[src/rtl/mem_req_arbiter_pkg.sv]
// Shared types and helpers for the cache-to-AXI request arbiter.
package mem_arb_pkg;

   localparam int MAX_ADDR_W      = 64;
   localparam int BLOCK_WIDTH_DEF = 512;
   localparam int BLOCK_OFFSET_W  = $clog2(BLOCK_WIDTH_DEF / 8);

   typedef enum logic [1:0] {
      IDLE = 2'd0,
      WB   = 2'd1,
      RD_D = 2'd2,
      RD_I = 2'd3
   } arb_state_e;

   // Clears the byte-offset bits so the address points at the start of a block.
   function automatic logic [MAX_ADDR_W-1:0] block_align(input logic [MAX_ADDR_W-1:0] addr,
                                                         input int off_w);
      logic [MAX_ADDR_W-1:0] res;
      res = addr;
      for (int i = 0; i < MAX_ADDR_W; i++) begin
         if (i < off_w) begin
            res[i] = 1'b0;
         end else begin
            res[i] = addr[i];
         end
      end
      return res;
   endfunction

endpackage

[src/rtl/mem_req_arbiter_if.sv]
// Request/transfer bundle between the caches, the arbiter and the AXI block master.
interface mem_req_arbiter_if #(
   parameter int ADDR_WIDTH = 64
);
   logic                  i_ireq;
   logic [ADDR_WIDTH-1:0] i_ireq_addr;
   logic                  i_ireq_cancel;
   logic                  i_dreq;
   logic                  i_dreq_dirty;
   logic [ADDR_WIDTH-1:0] i_dreq_addr;
   logic [ADDR_WIDTH-1:0] i_dwb_addr;
   logic                  i_axi_done;
   logic [ADDR_WIDTH-1:0] o_axi_addr;
   logic                  o_axi_read_start;
   logic                  o_axi_write_start;
   logic                  o_ifill_we;
   logic                  o_dfill_we;
   logic                  o_busy;
   logic                  o_timeout;

   modport slave (
      input  i_ireq, i_ireq_addr, i_ireq_cancel, i_dreq, i_dreq_dirty,
             i_dreq_addr, i_dwb_addr, i_axi_done,
      output o_axi_addr, o_axi_read_start, o_axi_write_start, o_ifill_we,
             o_dfill_we, o_busy, o_timeout
   );

   modport master (
      output i_ireq, i_ireq_addr, i_ireq_cancel, i_dreq, i_dreq_dirty,
             i_dreq_addr, i_dwb_addr, i_axi_done,
      input  o_axi_addr, o_axi_read_start, o_axi_write_start, o_ifill_we,
             o_dfill_we, o_busy, o_timeout
   );
endinterface

[src/rtl/mem_req_arbiter_watchdog.sv]
// Saturating busy-cycle counter that raises a sticky flag when a transfer hangs.
module axi_watchdog #(
   parameter int TIMEOUT_CYCLES = 1024
) (
   input  logic clk,
   input  logic rst,
   input  logic clear,
   input  logic count_en,
   output logic timeout
);
   localparam int CNT_W = $clog2(TIMEOUT_CYCLES + 1);
   localparam logic [CNT_W-1:0] LIMIT = CNT_W'(TIMEOUT_CYCLES);

   logic [CNT_W-1:0] cnt_r;
   logic             timeout_r;

   // Count busy cycles, flag once the limit is reached; flag only clears on reset.
   always_ff @(posedge clk) begin
      if (rst) begin
         cnt_r     <= '0;
         timeout_r <= 1'b0;
      end else begin
         if (clear) begin
            cnt_r <= '0;
         end else if (count_en && (cnt_r != LIMIT)) begin
            cnt_r <= cnt_r + CNT_W'(1);
         end else begin
            cnt_r <= cnt_r;
         end
         if (!clear && count_en && (cnt_r == (LIMIT - CNT_W'(1)))) begin
            timeout_r <= 1'b1;
         end else begin
            timeout_r <= timeout_r;
         end
      end
   end

   assign timeout = timeout_r;
endmodule

[src/rtl/mem_req_arbiter.sv]
// Shares one AXI block-transfer port between icache refills and dcache write-back/refill.
module mem_req_arbiter
   import mem_arb_pkg::*;
#(
   parameter int ADDR_WIDTH     = 64,
   parameter int BLOCK_WIDTH    = 512,
   parameter int TIMEOUT_CYCLES = 1024
) (
   input  logic          i_clk,
   input  logic          i_arst,
   mem_req_arbiter_if.slave bus
);
   localparam int OFF_W = $clog2(BLOCK_WIDTH / 8);

   arb_state_e            state_r, next_s;
   logic [ADDR_WIDTH-1:0] addr_r;
   logic [ADDR_WIDTH-1:0] addr_sel_s;
   logic [MAX_ADDR_W-1:0] aligned_s;
   logic                  load_s;
   logic                  launch_rd_s, launch_wr_s;
   logic                  rd_start_r, wr_start_r;
   logic                  cancel_r, cancel_next_s;
   logic                  dfill_s, ifill_s;
   logic                  busy_s;
   logic                  timeout_s;

   assign aligned_s = block_align(MAX_ADDR_W'(addr_sel_s), OFF_W);
   assign busy_s    = (state_r != IDLE);

   // Arbitration, launch decisions and same-cycle fill enables.
   always_comb begin
      next_s        = state_r;
      load_s        = 1'b0;
      addr_sel_s    = '0;
      launch_rd_s   = 1'b0;
      launch_wr_s   = 1'b0;
      dfill_s       = 1'b0;
      ifill_s       = 1'b0;
      cancel_next_s = 1'b0;
      case (state_r)
         IDLE: begin
            if (bus.i_dreq && bus.i_dreq_dirty) begin
               next_s      = WB;
               load_s      = 1'b1;
               addr_sel_s  = bus.i_dwb_addr;
               launch_wr_s = 1'b1;
            end else if (bus.i_dreq) begin
               next_s      = RD_D;
               load_s      = 1'b1;
               addr_sel_s  = bus.i_dreq_addr;
               launch_rd_s = 1'b1;
            end else if (bus.i_ireq && !bus.i_ireq_cancel) begin
               next_s      = RD_I;
               load_s      = 1'b1;
               addr_sel_s  = bus.i_ireq_addr;
               launch_rd_s = 1'b1;
            end else begin
               next_s = IDLE;
            end
         end
         WB: begin
            if (bus.i_axi_done) begin
               next_s      = RD_D;
               load_s      = 1'b1;
               addr_sel_s  = bus.i_dreq_addr;
               launch_rd_s = 1'b1;
            end else begin
               next_s = WB;
            end
         end
         RD_D: begin
            if (bus.i_axi_done) begin
               dfill_s = !i_arst;
               next_s  = IDLE;
            end else begin
               next_s = RD_D;
            end
         end
         RD_I: begin
            // A cancel arriving together with done still suppresses the fill.
            if (bus.i_axi_done) begin
               ifill_s = !i_arst && !cancel_r && !bus.i_ireq_cancel;
               next_s  = IDLE;
            end else begin
               next_s        = RD_I;
               cancel_next_s = cancel_r | bus.i_ireq_cancel;
            end
         end
         default: begin
            next_s = IDLE;
         end
      endcase
   end

   // State, launch address and start pulses.
   always_ff @(posedge i_clk) begin
      if (i_arst) begin
         state_r    <= IDLE;
         addr_r     <= '0;
         rd_start_r <= 1'b0;
         wr_start_r <= 1'b0;
         cancel_r   <= 1'b0;
      end else begin
         state_r <= next_s;
         if (load_s) begin
            addr_r <= aligned_s[ADDR_WIDTH-1:0];
         end else begin
            addr_r <= addr_r;
         end
         rd_start_r <= launch_rd_s;
         wr_start_r <= launch_wr_s;
         cancel_r   <= cancel_next_s;
      end
   end

   axi_watchdog #(
      .TIMEOUT_CYCLES(TIMEOUT_CYCLES)
   ) u_watchdog (
      .clk      (i_clk),
      .rst      (i_arst),
      .clear    (launch_rd_s | launch_wr_s),
      .count_en (busy_s & !bus.i_axi_done),
      .timeout  (timeout_s)
   );

   assign bus.o_axi_addr        = addr_r;
   assign bus.o_axi_read_start  = rd_start_r;
   assign bus.o_axi_write_start = wr_start_r;
   assign bus.o_dfill_we        = dfill_s;
   assign bus.o_ifill_we        = ifill_s;
   assign bus.o_busy            = busy_s;
   assign bus.o_timeout         = timeout_s;
endmodule

[src/flat_wrapper.sv]
// flat-port wrapper written by rule: the top's interface ports become plain ports
module mem_req_arbiter_flat import mem_arb_pkg::*;
#(
   parameter int ADDR_WIDTH     = 64,
   parameter int BLOCK_WIDTH    = 512,
   parameter int TIMEOUT_CYCLES = 1024
)
  (i_clk, i_arst, bus_i_ireq, bus_i_ireq_addr, bus_i_ireq_cancel, bus_i_dreq, bus_i_dreq_dirty, bus_i_dreq_addr, bus_i_dwb_addr, bus_i_axi_done, bus_o_axi_addr, bus_o_axi_read_start, bus_o_axi_write_start, bus_o_ifill_we, bus_o_dfill_we, bus_o_busy, bus_o_timeout);
  mem_req_arbiter_if #(.ADDR_WIDTH(ADDR_WIDTH)) bus_i ();
  input  logic i_clk;
  input  logic i_arst;
  input wire logic [$bits(bus_i.i_ireq)-1:0] bus_i_ireq;
  input wire logic [$bits(bus_i.i_ireq_addr)-1:0] bus_i_ireq_addr;
  input wire logic [$bits(bus_i.i_ireq_cancel)-1:0] bus_i_ireq_cancel;
  input wire logic [$bits(bus_i.i_dreq)-1:0] bus_i_dreq;
  input wire logic [$bits(bus_i.i_dreq_dirty)-1:0] bus_i_dreq_dirty;
  input wire logic [$bits(bus_i.i_dreq_addr)-1:0] bus_i_dreq_addr;
  input wire logic [$bits(bus_i.i_dwb_addr)-1:0] bus_i_dwb_addr;
  input wire logic [$bits(bus_i.i_axi_done)-1:0] bus_i_axi_done;
  output wire logic [$bits(bus_i.o_axi_addr)-1:0] bus_o_axi_addr;
  output wire logic [$bits(bus_i.o_axi_read_start)-1:0] bus_o_axi_read_start;
  output wire logic [$bits(bus_i.o_axi_write_start)-1:0] bus_o_axi_write_start;
  output wire logic [$bits(bus_i.o_ifill_we)-1:0] bus_o_ifill_we;
  output wire logic [$bits(bus_i.o_dfill_we)-1:0] bus_o_dfill_we;
  output wire logic [$bits(bus_i.o_busy)-1:0] bus_o_busy;
  output wire logic [$bits(bus_i.o_timeout)-1:0] bus_o_timeout;
  assign bus_i.i_ireq = bus_i_ireq;
  assign bus_i.i_ireq_addr = bus_i_ireq_addr;
  assign bus_i.i_ireq_cancel = bus_i_ireq_cancel;
  assign bus_i.i_dreq = bus_i_dreq;
  assign bus_i.i_dreq_dirty = bus_i_dreq_dirty;
  assign bus_i.i_dreq_addr = bus_i_dreq_addr;
  assign bus_i.i_dwb_addr = bus_i_dwb_addr;
  assign bus_i.i_axi_done = bus_i_axi_done;
  assign bus_o_axi_addr = bus_i.o_axi_addr;
  assign bus_o_axi_read_start = bus_i.o_axi_read_start;
  assign bus_o_axi_write_start = bus_i.o_axi_write_start;
  assign bus_o_ifill_we = bus_i.o_ifill_we;
  assign bus_o_dfill_we = bus_i.o_dfill_we;
  assign bus_o_busy = bus_i.o_busy;
  assign bus_o_timeout = bus_i.o_timeout;
  mem_req_arbiter #(.ADDR_WIDTH(ADDR_WIDTH), .BLOCK_WIDTH(BLOCK_WIDTH), .TIMEOUT_CYCLES(TIMEOUT_CYCLES)) u_core (.i_clk(i_clk), .i_arst(i_arst), .bus(bus_i));
endmodule
[config.mk]
export PLATFORM = sky130hd
export DESIGN_NAME = mem_req_arbiter_flat
export DESIGN_NICKNAME = d
export VERILOG_FILES = /design/src/rtl/mem_req_arbiter_pkg.sv /design/src/rtl/mem_req_arbiter_if.sv /design/src/rtl/mem_req_arbiter_watchdog.sv /design/src/rtl/mem_req_arbiter.sv /design/src/flat_wrapper.sv
export SDC_FILE = /design/constraint.sdc
export NUM_CORES = 1
export LEC_CHECK = 0
export CAP_MARGIN = 20
export CORE_UTILIZATION = 25
export CTS_BUF_LIST = sky130_fd_sc_hd__clkbuf_4 sky130_fd_sc_hd__clkbuf_8
export CTS_CLUSTER_DIAMETER = 50
export DETAILED_ROUTE_END_ITERATION = 6
export GPL_TIMING_DRIVEN = 0
export SLEW_MARGIN = 15
export SYNTH_ARGS = -nofsm -noshare
export SYNTH_HDL_FRONTEND = slang
export SYNTH_HIERARCHICAL = 1
export SYNTH_SLANG_ARGS = --single-unit
[constraint.sdc]
create_clock -name i_clk -period 2.1 [get_ports i_clk]
set_input_delay 0.525 -clock i_clk [delete_from_list [all_inputs] [get_ports i_clk]]
set_output_delay 0.525 -clock i_clk [all_outputs]
set_load 0.01 [all_outputs]
==> results by stage <==
CTS:
- The clock-pin slew reported for the worst setup and hold paths after clock tree synthesis is roughly 80 ps.
- In this run the clock root is driven by a clkbuf_8.
- The insertion delay to the later sink of the worst-skew pair is between 300 and 400 ps.
- TritonCTS built the clock tree.
- The H-tree was split into 3 levels.
- The clock passes through at most 2 buffers.
- After clock tree synthesis, the flow added hold-fix buffers numbering 0.
- The number of clock sinks is 75.
- Buffers inserted during clock tree synthesis total 9.

Worst hold path:
- Counting instances, the worst hold path has a depth of 2.
- The worst hold path belongs to the class register to register.
- The startpoint of the most critical hold path is u_core/u_watchdog/timeout$_SDFFE_PP0P_.
- The path with the worst hold slack has its endpoint at u_core/u_watchdog/timeout$_SDFFE_PP0P_.

Setup path:
- The startpoint of the worst-slack reg-to-reg timing path is u_core/state_r[0]$_SDFF_PP0_.
- For the worst setup path, the data arrival time is about 1500 ps.
- In this run the worst path has a maximum fanout of 14.
- STA puts the critical path data required time at approximately 1600 ps.
- Measured in cells, the most critical reg-to-reg path has a length of 5.
- The setup slack of the worst register-to-register path is 350 ps.
- The cell with the largest stage delay on the worst path is dlygate4sd2_1.
- The type of element launching the critical path is an input pin.
- The kind of end point of the critical path is an output port.
- Walking the worst path, the cells encountered are buf_2 -> nand2b_1 -> nor3b_1 -> dlygate4sd2_1.
- The critical path class is input pin to output port.
- The start point of the critical path is i_arst.
- On the worst path, the slowest cell contributes a delay of 300 ps.
- The capture instance of the worst register-to-register path is u_core/bus.o_axi_addr[17]$_SDFFE_PP0P_.

Power:
- Dividing total power by cell area gives a power density of 572 mW/mm^2.
- The analysis attributes to cell leakage a power of ~0.0025 uW.
- VDD sags by at most 234 uV.

Finish:
- The net total in the final layout is a little under 1k.
- Summing all non-filler instances in the final layout gives an area of just over 0.007 mm^2.
- The final standard cell count with taps included and fillers excluded is roughly 990.
- In the final layout, the share of cells above drive strength 1 is 0.0894.
- The area used by sequential logic in the layout is between 0.0015 and 0.002 mm^2.
- The number of antenna diodes in the final layout is 0.
- The filler cell count is around 1.6k.
- From synthesis to final layout, the design area changed by 71.5%.
- The multi-input combinational cells in the finished layout cover a total of 0.00236 mm^2.

Routing:
- The count of unresolved DRC violations after routing is 0.
- The first detailed-routing pass ran for 5 iterations.
- The total detailed-routing wirelength is around 18,000 um.
- The violation count after the first detailed-route iteration is approximately 270.
- The number of vias in the routed layout is 5,052.
- The via count normalized by instance count is approximately 5.1.
- Once detail routing completed, the nets flagged for antenna violations numbered 0.
- The per-cell routed wire length is 17.8 um.

Floorplanning:
- The initial utilization of the core area, before any placement, comes to 0.258.
- The core region is approximately 0.016 mm^2.
- The width of the die is around 130 um.
- The floorplan step set the die height to approximately 130 um.
- The die covers roughly 0.017 mm^2.
- The row count is between 40 and 50.
- The top-level I/O count is around 270.

Timing:
- At the pin with the least slew margin, the transition time is around 600 ps.
- Derived from the worst setup path, the maximum achievable clock frequency is roughly 500 MHz.
- The minimum hold slack is a little under 500 ps.
- The total count of hold-check failures in the final report is 0.
- The largest clock skew in the final design is around 13 ps.
- Setup repair after global routing left no endpoint under its margin.
- The shortest clock period the worst path allows after layout is roughly 2000 ps.
- The post-layout worst setup margin is ~99 ps.
- The worst pin sits at a relative slew slack of 0.599.
- Setup violations remaining at the end of the flow were counted as 0.
- The count of pins over their slew limit is 0.
- The share of the clock period used by the worst path after layout is 0.953.

Placed design:
- The half-perimeter wire length of the detailed placement result is approximately 13,000 um.
- Counting tap cells, the placed design contains a total of 970 instances.
- Routability-driven placement finished with a final weighted congestion of ~0.80.
- Prior to clock tree synthesis, the placed netlist has a worst setup slack of -821 ps.
- In this run the cell area measured after placement is 0.00685 mm^2.
- The count of input and output buffers is between 200 and 250.

Logic synthesis:
- The most area-hungry cell type in the Yosys netlist is dfxtp_1.
- The mapped netlist covers just over 0.004 mm^2.
- By area the synthesized netlist is led by dfxtp_1 (36%), a221o_1 (14%), a211oi_1 (11%), o21ai_0 (7.7%), nand2_1 (6.1%).
- The sequential cell area fraction in the yosys report is 0.363.
- The share of the synthesized area in the top cell type is 0.363.
- The number of synthesized flops with an enable pin is 0.
- Synthesis produced a netlist whose cell count is just over 500.
- Among all cell types in the netlist, the one instantiated most often is dfxtp_1.
- For this run, the number of Yosys warnings is 6.
- The count of cell types in the netlist is approximately 50.
- Sorting the synthesized cells by how often they occur yields dfxtp_1 (75), nand2_1 (67), o21ai_0 (64).
- After synthesis, the share of flip-flops with an asynchronous set or reset is 0.
- The synthesized design contains 75 register bits.
- The average size of a mapped cell is approximately 8.2 um^2.
- The most used flip-flop cell after synthesis is dfxtp_1.

Global route:
- The number of antenna violations at the first check in global routing is 0.
- The via count of the first global-routing pass was between 4k and 5k.
- The global-route wire length before repair is 25,900 um.
- Entering global routing, the biggest net connects 15 pins.
- The total overflow left after global routing is 0.
- The global routing usage summed across all routing layers is 0.198.

Flow run:
- Max-cap violations in this run came to 0.

Run status:
- The flow ran to the end, and the final reports show no timing, DRC or antenna violations.
==> cell families (layout without fill, tap and decap cells) <==
family,after synthesis,in the layout,share of synthesized area
compound gates,201,201,0.361
simple gates,170,170,0.193
flops,75,75,0.363
buf+inv,57,317,0.0735
fa+ha+maj,2,2,0.00605
other cells,1,6,0.000907
xor+xnor,1,1,0.00212
==> worst max-delay path: cells and delay by family <==
kind / cells / cell delay, ps
simple gates: 2 / 460
buf+inv: 2 / 490
==> per-stage QoR <==
stage	TNS (ps)	power (uW)	utilization
2_1_floorplan	0	2080	-
3_5_place_dp	-31920	2820	0.428
3_3_place_gp	-30320	2800	0.428
6_report	0	4060	0.443
4_1_cts	0	4110	0.441
5_1_grt	0	4270	0.443
==> routing by layer <==
| layer | wire length (um) | GRT usage | vias to the layer above |
|---|---|---|---|
| li1 | - | - | 2432 |
| met1 | 7420 | 0.235 | 2379 |
| met2 | 8440 | 0.347 | 213 |
| met3 | 1340 | 0.0428 | 28 |
| met4 | 408 | 0.0778 | 0 |
| met5 | 0 | 0 | - |
==> cell usage in the layout, fill, tap and decap left out, types with 3 or more instances in the layout <==
| cell | Yosys | layout |
|---|---|---|
| dfxtp_1 | 75 | 73 |
| nor3_1 | 4 | 4 |
| inv_1 | 5 | 5 |
| a21oi_1 | 8 | 8 |
| nor4b_1 | 4 | 4 |
| dlygate4sd2_1 | 0 | 3 |
| clkbuf_1 | 19 | 18 |
| buf_6 | 3 | 3 |
| clkbuf_8 | 0 | 9 |
| nand4_1 | 3 | 3 |
| buf_4 | 13 | 15 |
| nand3_1 | 4 | 4 |
| or3_1 | 3 | 3 |
| conb_1 | 1 | 6 |
| buf_2 | 15 | 16 |
| nand2_1 | 67 | 67 |
| o21ai_0 | 64 | 64 |
| clkdlybuf4s50_1 | 0 | 236 |
| a211oi_1 | 58 | 58 |
| a221o_1 | 58 | 58 |
| nor2_1 | 63 | 62 |
==> report_power, final <==
part / switching, uW / total, uW / leakage [uW] / internal [uW]
clock: 566 / 1260 / 0.000110 / 692
sequential: 71.6 / 1610 / 0.000614 / 1540
combinational: 499 / 1180 / 0.00182 / 686
==> layout make-up <==
class | count | share of cell area
Inverter | 5 | 0.00265
Tap cell | 216 | 0.0381
Sequential cell | 75 | 0.212
Clock inverter | 5 | 0.0109
Buffer | 52 | 0.0404
Clock buffer | 11 | 0.0196
Timing Repair Buffer | 244 | 0.343
Multi-Input combinational cell | 380 | 0.333
==> flip-flops by register name, summed over array words and instances (netlist names) <==
signal / cells
u_core/bus.o_axi_addr: 58
u_core/u_watchdog/cnt_r: 11
u_core/state_r: 2
u_core/bus.o_axi_read_start: 1
u_core/bus.o_axi_write_start: 1
u_core/cancel_r: 1
u_core/u_watchdog/timeout: 1
==> worst max-delay path by stage <==
stage / end / slack [ps] / depth (start not counted)
after floorplan: u_core/u_watchdog/timeout$_SDFFE_PP0P_ / 150 / 5
after global placement: bus_o_ifill_we / -870 / 4
after detailed placement: bus_o_ifill_we / -820 / 4
after CTS: u_core/u_watchdog/timeout$_SDFFE_PP0P_ / 10 / 6
after global routing: bus_o_dfill_we / 40 / 4
final: bus_o_dfill_we / 100 / 4
==> timing repair <==
item,in CTS,in global routing
pin swaps,0,1
setup endpoints to repair,56,25
gates resized for setup,15,5
setup buffers,0,2
Note: power is estimated with default switching activity, not from simulation.
==> RTL change, RTL diff (same flow settings) <==
Make the reset (`i_arst` and `rst`) asynchronous in 2 clocked blocks.
--- a/src/rtl/mem_req_arbiter_watchdog.sv
+++ b/src/rtl/mem_req_arbiter_watchdog.sv
@@ -15,7 +15,7 @@
    logic             timeout_r;
 
    // Count busy cycles, flag once the limit is reached; flag only clears on reset.
-   always_ff @(posedge clk) begin
+   always_ff @(posedge clk or posedge rst) begin
       if (rst) begin
          cnt_r     <= '0;
          timeout_r <= 1'b0;
--- a/src/rtl/mem_req_arbiter.sv
+++ b/src/rtl/mem_req_arbiter.sv
@@ -93,7 +93,7 @@
    end
 
    // State, launch address and start pulses.
-   always_ff @(posedge i_clk) begin
+   always_ff @(posedge i_clk or posedge i_arst) begin
       if (i_arst) begin
          state_r    <= IDLE;
          addr_r     <= '0;
Behaviour: differs if i_arst is asserted again (counterexample within 4 cycles, from zero or initial values and one cycle with i_arst high); with i_arst held inactive, the same outputs for 4 cycles.
==> RTL change against the unedited design <==
  * Sequential cell count stayed put
  * Synthesized cell count is 2.4% lower
  * Synthesized area is 25% higher
  * Cell area is 16% higher
  * Wire length is 2.5% higher
  * Worst setup slack worse by 0.019 ns
  * Critical path depth is 4 higher
  * Critical path type is now in -> reg
  * Largest cell class unchanged
  * Highest routed layer unchanged
Power is not compared: it rests on default switching activity, and its combinational part moved more than twofold at a synthesized area within 25%.
==> RTL change: results (changes against the unedited design) <==
- Placed Area: 7990 um^2 (was 6850 um^2)
- Share of cells above drive strength 1: 19.8% (was 8.94%)
- Met2 Use GR: 27.9% (was 34.7%)
- Rel. slew slack: 57.0% (was 59.9%)
- Post-synthesis cell type count: 48 (was 49)
- Status: complete, no violations (unchanged)
- Max frequency: 495 MHz (was 500 MHz)
- Syn avg cell area: 10.4 um^2 (was 8.15 um^2)
- Number of global-route vias before repair: 4994 (was 4974)
- Fill cells: 2039 (was 1613)
- Post-layout util: 40.8% (was 44.3%)
- GP Congestion: 0.779 (was 0.795)
- Largest stage delay, worst path: 0.48 ns (was 0.30 ns)
- Top cells by count, synth: dfrtp_1 (75), inv_1 (67), nand2_1 (65) (was dfxtp_1 (75), nand2_1 (67), o21ai_0 (64))
- WL met3: 1.10 mm (was 1.34 mm)
- CP max FO: 20 (was 14)
- Total GRT Usage: 17.3% (was 19.8%)
- Async S/R FF share, synth: 100% (was 0%)
- Clk_skew: 0.00820 ns (was 0.0128 ns)
- Reg2Reg Setup Slack: 0.26 ns (was 0.35 ns)
- Met1 GRT Util: 22.9% (was 23.5%)
- Critical Path End: u_core/u_watchdog/cnt_r[1] (was bus_o_dfill_we)
- Hold slack: 0.353 ns (was 0.485 ns)
- Wire length on met2: 8.42 mm (was 8.44 mm)
- Avg WL per Cell: 17.5 um (was 17.8 um)
- Slowest cell on the critical path: clkdlybuf4s50_1 (was dlygate4sd2_1)
RTL change: logic make-up after synthesis:
family                   synth area share, %
XOR/XNOR                               0.339
flip-flops                              36.4
multiplexers                            12.9
AND/OR/NAND/NOR                         10.2
buffers and inverters                   11.6
adder cells (fa/ha/maj)                0.485
AO/OA/AOI/OAI                           28.1
other                                 0.0726
RTL change: layout make-up:
| cell class | instances | area share, % |
|---|---|---|
| multi-input cells | 311 | 33.0 |
| repair buffers | 248 | 30.3 |
| flip-flops and latches | 75 | 22.8 |
| plain buffers | 46 | 4.28 |
| well taps | 270 | 4.10 |
| inverters | 67 | 3.09 |
| clock buffers | 11 | 1.76 |
| clock inverters | 5 | 0.637 |
| diodes | 1 | 0.0303 |
RTL change: repair_timing:
item                       CTS  global route
gates resized for setup     21             2
hold endpoints to repair     0             0
hold buffers                 0             0
setup endpoints to repair   33             4
gates cloned                 1             0
buffers inserted             3             0
